**config.mk**
```make
export PLATFORM = sky130hd
export DESIGN_NAME = ft601_fifo_emulator
export DESIGN_NICKNAME = d
export VERILOG_FILES = /design/src/rtl/ft601_pkg.sv /design/src/rtl/sync_fifo.sv /design/src/rtl/ft601_fifo_emulator.sv
export SDC_FILE = /design/constraint.sdc
export NUM_CORES = 1
export LEC_CHECK = 0
export CORE_MARGIN = 1.5
export CORE_UTILIZATION = 40
export DETAILED_ROUTE_END_ITERATION = 8
export HOLD_SLACK_MARGIN = 0.03
export SLEW_MARGIN = 10
export SYNTH_ARGS = -nofsm -noshare
export SYNTH_HDL_FRONTEND = slang
export SYNTH_SLANG_ARGS = --single-unit
```
**constraint.sdc**
```tcl
create_clock -name clk -period 6 [get_ports clk]
set_input_delay 0.9 -clock clk [delete_from_list [all_inputs] [get_ports clk]]
set_output_delay 0.9 -clock clk [all_outputs]
set_load 0.02 [all_outputs]
```
**src/rtl/ft601_pkg.sv**
```systemverilog
// Shared widths and the word format carried through both emulator buffers.
// The byte enables sit above the data so a packed word matches the host {be, data} stream layout.
package ft601_pkg;

  localparam int FT601_DATA_W = 32;
  localparam int FT601_BE_W   = 4;
  localparam int FT601_WORD_W = FT601_DATA_W + FT601_BE_W;

  typedef struct packed {
    logic [FT601_BE_W-1:0]   be;
    logic [FT601_DATA_W-1:0] data;
  } ft601_word_t;

endpackage

```
**src/rtl/sync_fifo.sv**
```systemverilog
// Single-clock FIFO with first-word fall-through output, occupancy count and a synchronous flush.
// o_count_next lets the owner register its own flags without a stale cycle.
module sync_fifo #(
  parameter int DEPTH = 16,
  parameter int WIDTH = 36
) (
  input  logic                       clk,
  input  logic                       rst,
  input  logic                       i_flush,
  input  logic                       i_push,
  input  logic                       i_pop,
  input  logic [WIDTH-1:0]           i_din,
  output logic [WIDTH-1:0]           o_dout,
  output logic [$clog2(DEPTH+1)-1:0] o_count,
  output logic [$clog2(DEPTH+1)-1:0] o_count_next,
  output logic                       o_full,
  output logic                       o_empty
);

  localparam int CW = $clog2(DEPTH + 1);
  localparam int AW = $clog2(DEPTH);

  logic [WIDTH-1:0] r_mem [DEPTH];
  logic [AW-1:0]    r_wr_ptr;
  logic [AW-1:0]    r_rd_ptr;
  logic [CW-1:0]    r_count;
  logic             w_push;
  logic             w_pop;

  assign o_full  = (r_count == CW'(DEPTH));
  assign o_empty = (r_count == '0);
  assign o_count = r_count;
  assign o_dout  = r_mem[r_rd_ptr];

  // A push into a full buffer is only legal when the same edge frees a slot.
  assign w_pop  = i_pop & ~o_empty;
  assign w_push = i_push & (~o_full | w_pop);

  always_comb begin
    o_count_next = r_count;
    if (i_flush)
      o_count_next = '0;
    else if (w_push && !w_pop)
      o_count_next = r_count + CW'(1);
    else if (!w_push && w_pop)
      o_count_next = r_count - CW'(1);
  end

  always_ff @(posedge clk or posedge rst) begin
    if (rst) begin
      r_wr_ptr <= '0;
      r_rd_ptr <= '0;
      r_count  <= '0;
    end else if (i_flush) begin
      r_wr_ptr <= '0;
      r_rd_ptr <= '0;
      r_count  <= '0;
    end else begin
      if (w_push) r_wr_ptr <= r_wr_ptr + AW'(1);
      if (w_pop)  r_rd_ptr <= r_rd_ptr + AW'(1);
      r_count <= o_count_next;
    end
  end

  always_ff @(posedge clk) begin
    if (w_push && !i_flush)
      r_mem[r_wr_ptr] <= i_din;
  end

endmodule

```
**src/rtl/ft601_fifo_emulator.sv**
```systemverilog
// FT601 chip-side responder for the 245 synchronous FIFO bus: RX feeds controller reads from the host,
// TX collects controller writes for the host, with sticky protocol error flags.
module ft601_fifo_emulator
  import ft601_pkg::*;
#(
  parameter int RX_DEPTH = 16,
  parameter int TX_DEPTH = 16
) (
  input  logic                          clk,
  input  logic                          rst,
  input  logic                          usb_rst_l,
  input  logic                          usb_wren_l,
  input  logic                          usb_rden_l,
  input  logic                          usb_outen_l,
  output logic                          usb_tx_full,
  output logic                          usb_rx_empty,
  input  logic [31:0]                   data_from_ctrl,
  input  logic [3:0]                    be_from_ctrl,
  output logic [31:0]                   data_to_ctrl,
  output logic [3:0]                    be_to_ctrl,
  output logic                          data_oe,
  input  logic [35:0]                   host_rx_data,
  input  logic                          host_rx_valid,
  output logic                          host_rx_ready,
  output logic [35:0]                   host_tx_data,
  output logic                          host_tx_valid,
  input  logic                          host_tx_ready,
  output logic [$clog2(RX_DEPTH+1)-1:0] rx_level,
  output logic [$clog2(TX_DEPTH+1)-1:0] tx_level,
  output logic                          err_underrun,
  output logic                          err_overflow,
  output logic                          err_bus_conflict
);

  localparam int RX_CW = $clog2(RX_DEPTH + 1);
  localparam int TX_CW = $clog2(TX_DEPTH + 1);

  ft601_word_t      w_rx_head;
  ft601_word_t      w_tx_head;
  ft601_word_t      w_rx_in;
  ft601_word_t      w_tx_in;
  logic [RX_CW-1:0] w_rx_count_next;
  logic [TX_CW-1:0] w_tx_count_next;
  logic             w_rx_full;
  logic             w_rx_empty;
  logic             w_tx_full;
  logic             w_tx_empty;
  logic             w_rx_push;
  logic             w_rx_pop;
  logic             w_tx_push;
  logic             w_tx_pop;
  logic             w_flush;
  logic             r_rx_empty;
  logic             r_tx_full;
  logic             r_data_oe;
  logic             r_err_underrun;
  logic             r_err_overflow;
  logic             r_err_conflict;

  assign w_flush   = ~usb_rst_l;
  assign w_rx_in   = ft601_word_t'(host_rx_data);
  assign w_tx_in   = '{be: be_from_ctrl, data: data_from_ctrl};

  assign host_rx_ready = usb_rst_l & ~w_rx_full;
  assign host_tx_valid = ~w_tx_empty;
  assign host_tx_data  = w_tx_head;

  assign w_rx_push = host_rx_valid & host_rx_ready;
  assign w_rx_pop  = usb_rst_l & ~usb_outen_l & ~usb_rden_l & ~r_rx_empty;
  assign w_tx_pop  = host_tx_valid & host_tx_ready;
  // r_tx_full also covers the post-reset cycle where the flag is held high over an empty buffer.
  assign w_tx_push = usb_rst_l & ~usb_wren_l & ((~r_tx_full & ~w_tx_full) | w_tx_pop);

  sync_fifo #(.DEPTH(RX_DEPTH), .WIDTH(FT601_WORD_W)) u_rx_fifo (
    .clk          (clk),
    .rst          (rst),
    .i_flush      (w_flush),
    .i_push       (w_rx_push),
    .i_pop        (w_rx_pop),
    .i_din        (w_rx_in),
    .o_dout       (w_rx_head),
    .o_count      (rx_level),
    .o_count_next (w_rx_count_next),
    .o_full       (w_rx_full),
    .o_empty      (w_rx_empty)
  );

  sync_fifo #(.DEPTH(TX_DEPTH), .WIDTH(FT601_WORD_W)) u_tx_fifo (
    .clk          (clk),
    .rst          (rst),
    .i_flush      (w_flush),
    .i_push       (w_tx_push),
    .i_pop        (w_tx_pop),
    .i_din        (w_tx_in),
    .o_dout       (w_tx_head),
    .o_count      (tx_level),
    .o_count_next (w_tx_count_next),
    .o_full       (w_tx_full),
    .o_empty      (w_tx_empty)
  );

  // Flags come from next-state counts so a push or pop shows on the same edge.
  always_ff @(posedge clk or posedge rst) begin
    if (rst) begin
      r_rx_empty     <= 1'b1;
      r_tx_full      <= 1'b1;
      r_data_oe      <= 1'b0;
      r_err_underrun <= 1'b0;
      r_err_overflow <= 1'b0;
      r_err_conflict <= 1'b0;
    end else if (!usb_rst_l) begin
      r_rx_empty     <= 1'b1;
      r_tx_full      <= 1'b1;
      r_data_oe      <= 1'b0;
      r_err_underrun <= 1'b0;
      r_err_overflow <= 1'b0;
      r_err_conflict <= 1'b0;
    end else begin
      r_rx_empty <= (w_rx_count_next == '0);
      r_tx_full  <= (w_tx_count_next == TX_CW'(TX_DEPTH));
      r_data_oe  <= ~usb_outen_l;
      if (!usb_rden_l && r_rx_empty) r_err_underrun <= 1'b1;
      if (!usb_wren_l && !w_tx_push) r_err_overflow <= 1'b1;
      if (!usb_wren_l && !usb_outen_l) r_err_conflict <= 1'b1;
    end
  end

  assign usb_rx_empty     = r_rx_empty;
  assign usb_tx_full      = r_tx_full;
  assign data_oe          = r_data_oe;
  assign data_to_ctrl     = (r_data_oe && !w_rx_empty) ? w_rx_head.data : '0;
  assign be_to_ctrl       = (r_data_oe && !w_rx_empty) ? w_rx_head.be : '0;
  assign err_underrun     = r_err_underrun;
  assign err_overflow     = r_err_overflow;
  assign err_bus_conflict = r_err_conflict;

endmodule
```
==> flow_metrics.py <==
metrics = {
    "run_status": {
        "outcome": "finished clean",
    },
    "logic_synthesis": {
        "synth-main-ff-cell": "edfxtp_1",
        "synthesis.area_mm2": 0.0456,
        "syn_nets": 1990,
        "postSynthCellCount": 1894,
        "ys_warn_count": 0,
        "seq_area_frac_synth_pct": 77.6,
        "synthMuxAreaShare_pct": 17.8,
        "synthAdderAreaFrac_pct": 0.439,
        "yosys.area.top_type": "edfxtp_1",
        "synth_top_area_share_pct": 75.8,
        "synth_seq_cells": 1184,
        "netlist_top_cells_area": "edfxtp_1 76%, mux4_2 18%, dfrtp_1 1.6%, nor2b_1 0.52%, ha_1 0.44%",
        "synth_top_family_by_area": "multiplexers",
        "synthXorXnorAreaFrac_pct": 0.269,
        "synth_enable_flop_cells": 1152,
        "synthSimpleGateAreaFrac_pct": 2.12,
        "syn_area_per_cell_um2": 24.1,
        "synth_compound_area_share_pct": 0.647,
        "ys_async_sr_fraction_pct": 2.70,
        "ys_types": 60,
    },
    "floorplan": {
        "die_width_um": 341,
        "core_mm2": 0.113,
        "die-height_um": 341,
        "die-area_mm2": 0.116,
        "start_util_pct": 40.5,
        "rows": 123,
        "io_pins": 170,
    },
    "clock_network": {
        "root_buffer": "clkbuf_16",
        "clkTransAtPathRegs_ns": 0.06,
        "worstSkewPairLatency_ns": 0.70,
        "clock_sinks": 1184,
        "htree_num_levels": 3,
        "post_cts.repair.setup_buffers": 0,
        "cts_buffers": 118,
        "cts_tree": "built",
        "cts_resized": 0,
        "cts_buffer_depth": 3,
        "holdBufCountCts": 0,
    },
    "sta": {
        "worst_pin_slew_ns": 1.10,
        "period_share_pct": 82.3,
        "slew_headroom_pct": 26.9,
        "period_minus_slack_ns": 4.94,
        "fmaxAchievable_ghz": 0.203,
        "rsz0062_at_grt": "no",
        "setup-violations-final": 0,
        "tns_ns": 0,
        "hold_violations": 0,
        "slew_violations": 0,
        "fin_worst_skew_ns": 0.0330,
    },
    "routing": {
        "drt_iter0_drc": 1900,
        "post_drt_wl_per_cell_um": 27.0,
        "firstDrtPassIters": 5,
        "drc_errors": 0,
        "drt_wl_total_mm": 101,
        "num_vias": 20587,
        "ant_nets": 0,
        "via_per_inst": 5.50,
    },
    "global_routing": {
        "grt-ovfl-total": 0,
        "grt_pass1_vias": 21906,
        "grt.total_usage_pct": 17.5,
        "antenna_found_initial": 13,
        "grt_max_degree": 64,
        "grt_pass1_wl_mm": 148,
    },
    "worst_setup_path": {
        "startpoint_type": "flop",
        "critical-path-top-delay-family": "flip-flops",
        "cp_data_arrival_time_ns": 4.04,
        "crit_path_frequent_cell": "mux4_2",
        "endpoint_kind": "primary output",
        "crit_buf_inv": 2,
        "path_cells": "buf_4 -> mux4_2 -> mux4_2 -> nor2b_1 -> clkdlybuf4s50_1",
        "cp_max_fo": 43,
        "critPathKind": "flop to primary output",
        "cpPeakStageDelay_ns": 1.02,
        "crit_required_ns": 5.10,
        "crit_slowest_cell": "dfrtp_4",
    },
    "worst_hold_path": {
        "min_path_type": "flop to flop",
    },
    "pwr": {
        "ir_worst_vdd_mv": 0.277,
        "p_leak_nw": 16.1,
        "power_density_mw_per_mm2": 358,
    },
    "placement": {
        "postPlaceCellArea_mm2": 0.0494,
        "dpl.hpwl_mm": 54.4,
        "portBuffers": 169,
        "place.gp.congestion": 0.789,
    },
    "finish": {
        "fin_nets": 2235,
        "drive_gt1_share_pct": 28.7,
        "fin_util_pct": 47.3,
        "finalInstanceArea_mm2": 0.0534,
        "fillers": 8986,
        "syn2layout_area_growth_pct": 17.0,
    },
    "job": {
        "maxCapViolCount": 0,
    },
}
-- power breakdown --
part / switching [mW] / total, mW / internal (mW)
Sequential: 0.173 / 9.36 / 9.18
Combinational: 1.08 / 2.28 / 1.19
Clock: 3.07 / 7.47 / 4.39
Total: 4.33 / 19.1 / 14.8
-- routing by layer --
metal / GRT usage [%] / share of wire, % / up-vias
li1: - / - / 8621
met1: 24.2 / 42 / 11182
met2: 28.7 / 50 / 627
met3: 3.36 / 6.0 / 141
met4: 4.34 / 1.7 / 16
met5: 0 / 0.11 / -
-- cell families after synthesis --
kind of cell             Yosys count
AND/OR/NAND/NOR                  161
adder cells (fa/ha/maj)           16
buffers and inverters            117
XOR/XNOR                          14
flip-flops                      1184
multiplexers                     363
AO/OA/AOI/OAI                     39
-- placed cells by master, fill, tap and decap left out, drive strengths merged, types with 3 or more instances in the layout --
cell type / n
edfxtp: 1152
mux4: 360
clkdlybuf4s50: 169
clkbuf: 149
clkinv: 52
buf: 51
nor2b: 38
nor2: 34
dfrtp: 30
inv: 21
and2: 18
ha: 16
bufinv: 15
nand2: 14
nor4: 13
a21oi: 10
nand3: 9
xnor2: 8
xor2: 6
clkinvlp: 6
o21ai: 6
nand4: 5
nor3b: 5
or3: 4
o41ai: 4
a211oi: 4
and4: 4
diode: 3
mux2i: 3
or4b: 3
-- worst paths after layout --
path                            slack [ns]                  start                      to  cells past startpoint
worst min-delay path                  0.50           err_underrun            err_underrun                      2
worst max register to register        2.43   u_tx_fifo.o_count[0]  u_tx_fifo.r_mem[10][0]                      9
min in group asynchronous             0.60                    rst                 data_oe                      3
max in group asynchronous             5.02                    rst   u_tx_fifo.r_rd_ptr[0]                      3
worst min register to register        0.50           err_underrun            err_underrun                      2
worst max-delay path                  1.06  u_rx_fifo.r_rd_ptr[0]        data_to_ctrl[28]                      5
-- state kept, by name, summed over array words and instances (netlist names) --
name	count
u_rx_fifo.r_wr_ptr	4
err_overflow	1
u_rx_fifo.r_rd_ptr	4
err_bus_conflict	1
u_rx_fifo.o_count	5
data_oe	1
u_tx_fifo.r_wr_ptr	4
usb_tx_full	1
u_rx_fifo.r_mem	576
u_tx_fifo.r_mem	576
usb_rx_empty	1
err_underrun	1
u_tx_fifo.o_count	5
u_tx_fifo.r_rd_ptr	4
-- area by class of cell --
| class | instances | area, um^2 | share of cell area [%] |
|---|---|---|---|
| Antenna cell | 3 | 7.51 | 0.0141 |
| Clock inverter | 72 | 797 | 1.49 |
| Timing Repair Buffer | 220 | 2160 | 4.05 |
| Inverter | 22 | 82.6 | 0.155 |
| Sequential cell | 1184 | 35400 | 66.3 |
| Tap cell | 1500 | 1880 | 3.52 |
| Multi-Input combinational cell | 593 | 9860 | 18.5 |
| Clock buffer | 149 | 3180 | 5.96 |
-- stage by stage --
step / cells / hold slack [ns] / power [mW] / setup slack (ns)
after floorplan: 1894 / 0.504 / 11.0 / 0.301
after CTS: 3740 / 0.515 / 19.3 / 0.947
final: 3743 / 0.502 / 19.1 / 1.06
after global placement: 3519 / 0.491 / 11.8 / 1.55
after global routing: 3743 / 0.553 / 19.7 / 0.822
after detailed placement: 3519 / 0.497 / 11.9 / 1.47
-- Yosys cell counts, types with 5 or more instances --
master	instances
nand4_1	5
xnor2_1	8
nand2_1	13
a21oi_1	10
ha_1	16
o21ai_0	5
dfrtp_1	30
mux4_2	360
clkbuf_1	53
edfxtp_1	1152
and2_1	17
nor2_1	34
nor4_1	13
buf_2	35
xor2_1	6
nor2b_1	38
nand3_1	8
inv_1	20
-- worst register-to-register path, cell delays in order, from the launching register on --
cell,delay [ns]
dfrtp_1,0.47
inv_1,0.15
ha_1,0.26
nor3b_1,0.16
o21ai_1,0.13
nand3b_1,0.18
buf_4,0.27
or3_1,0.52
nor2_4,0.70
buf_4,0.41
(Power assumes the default switching activity.)
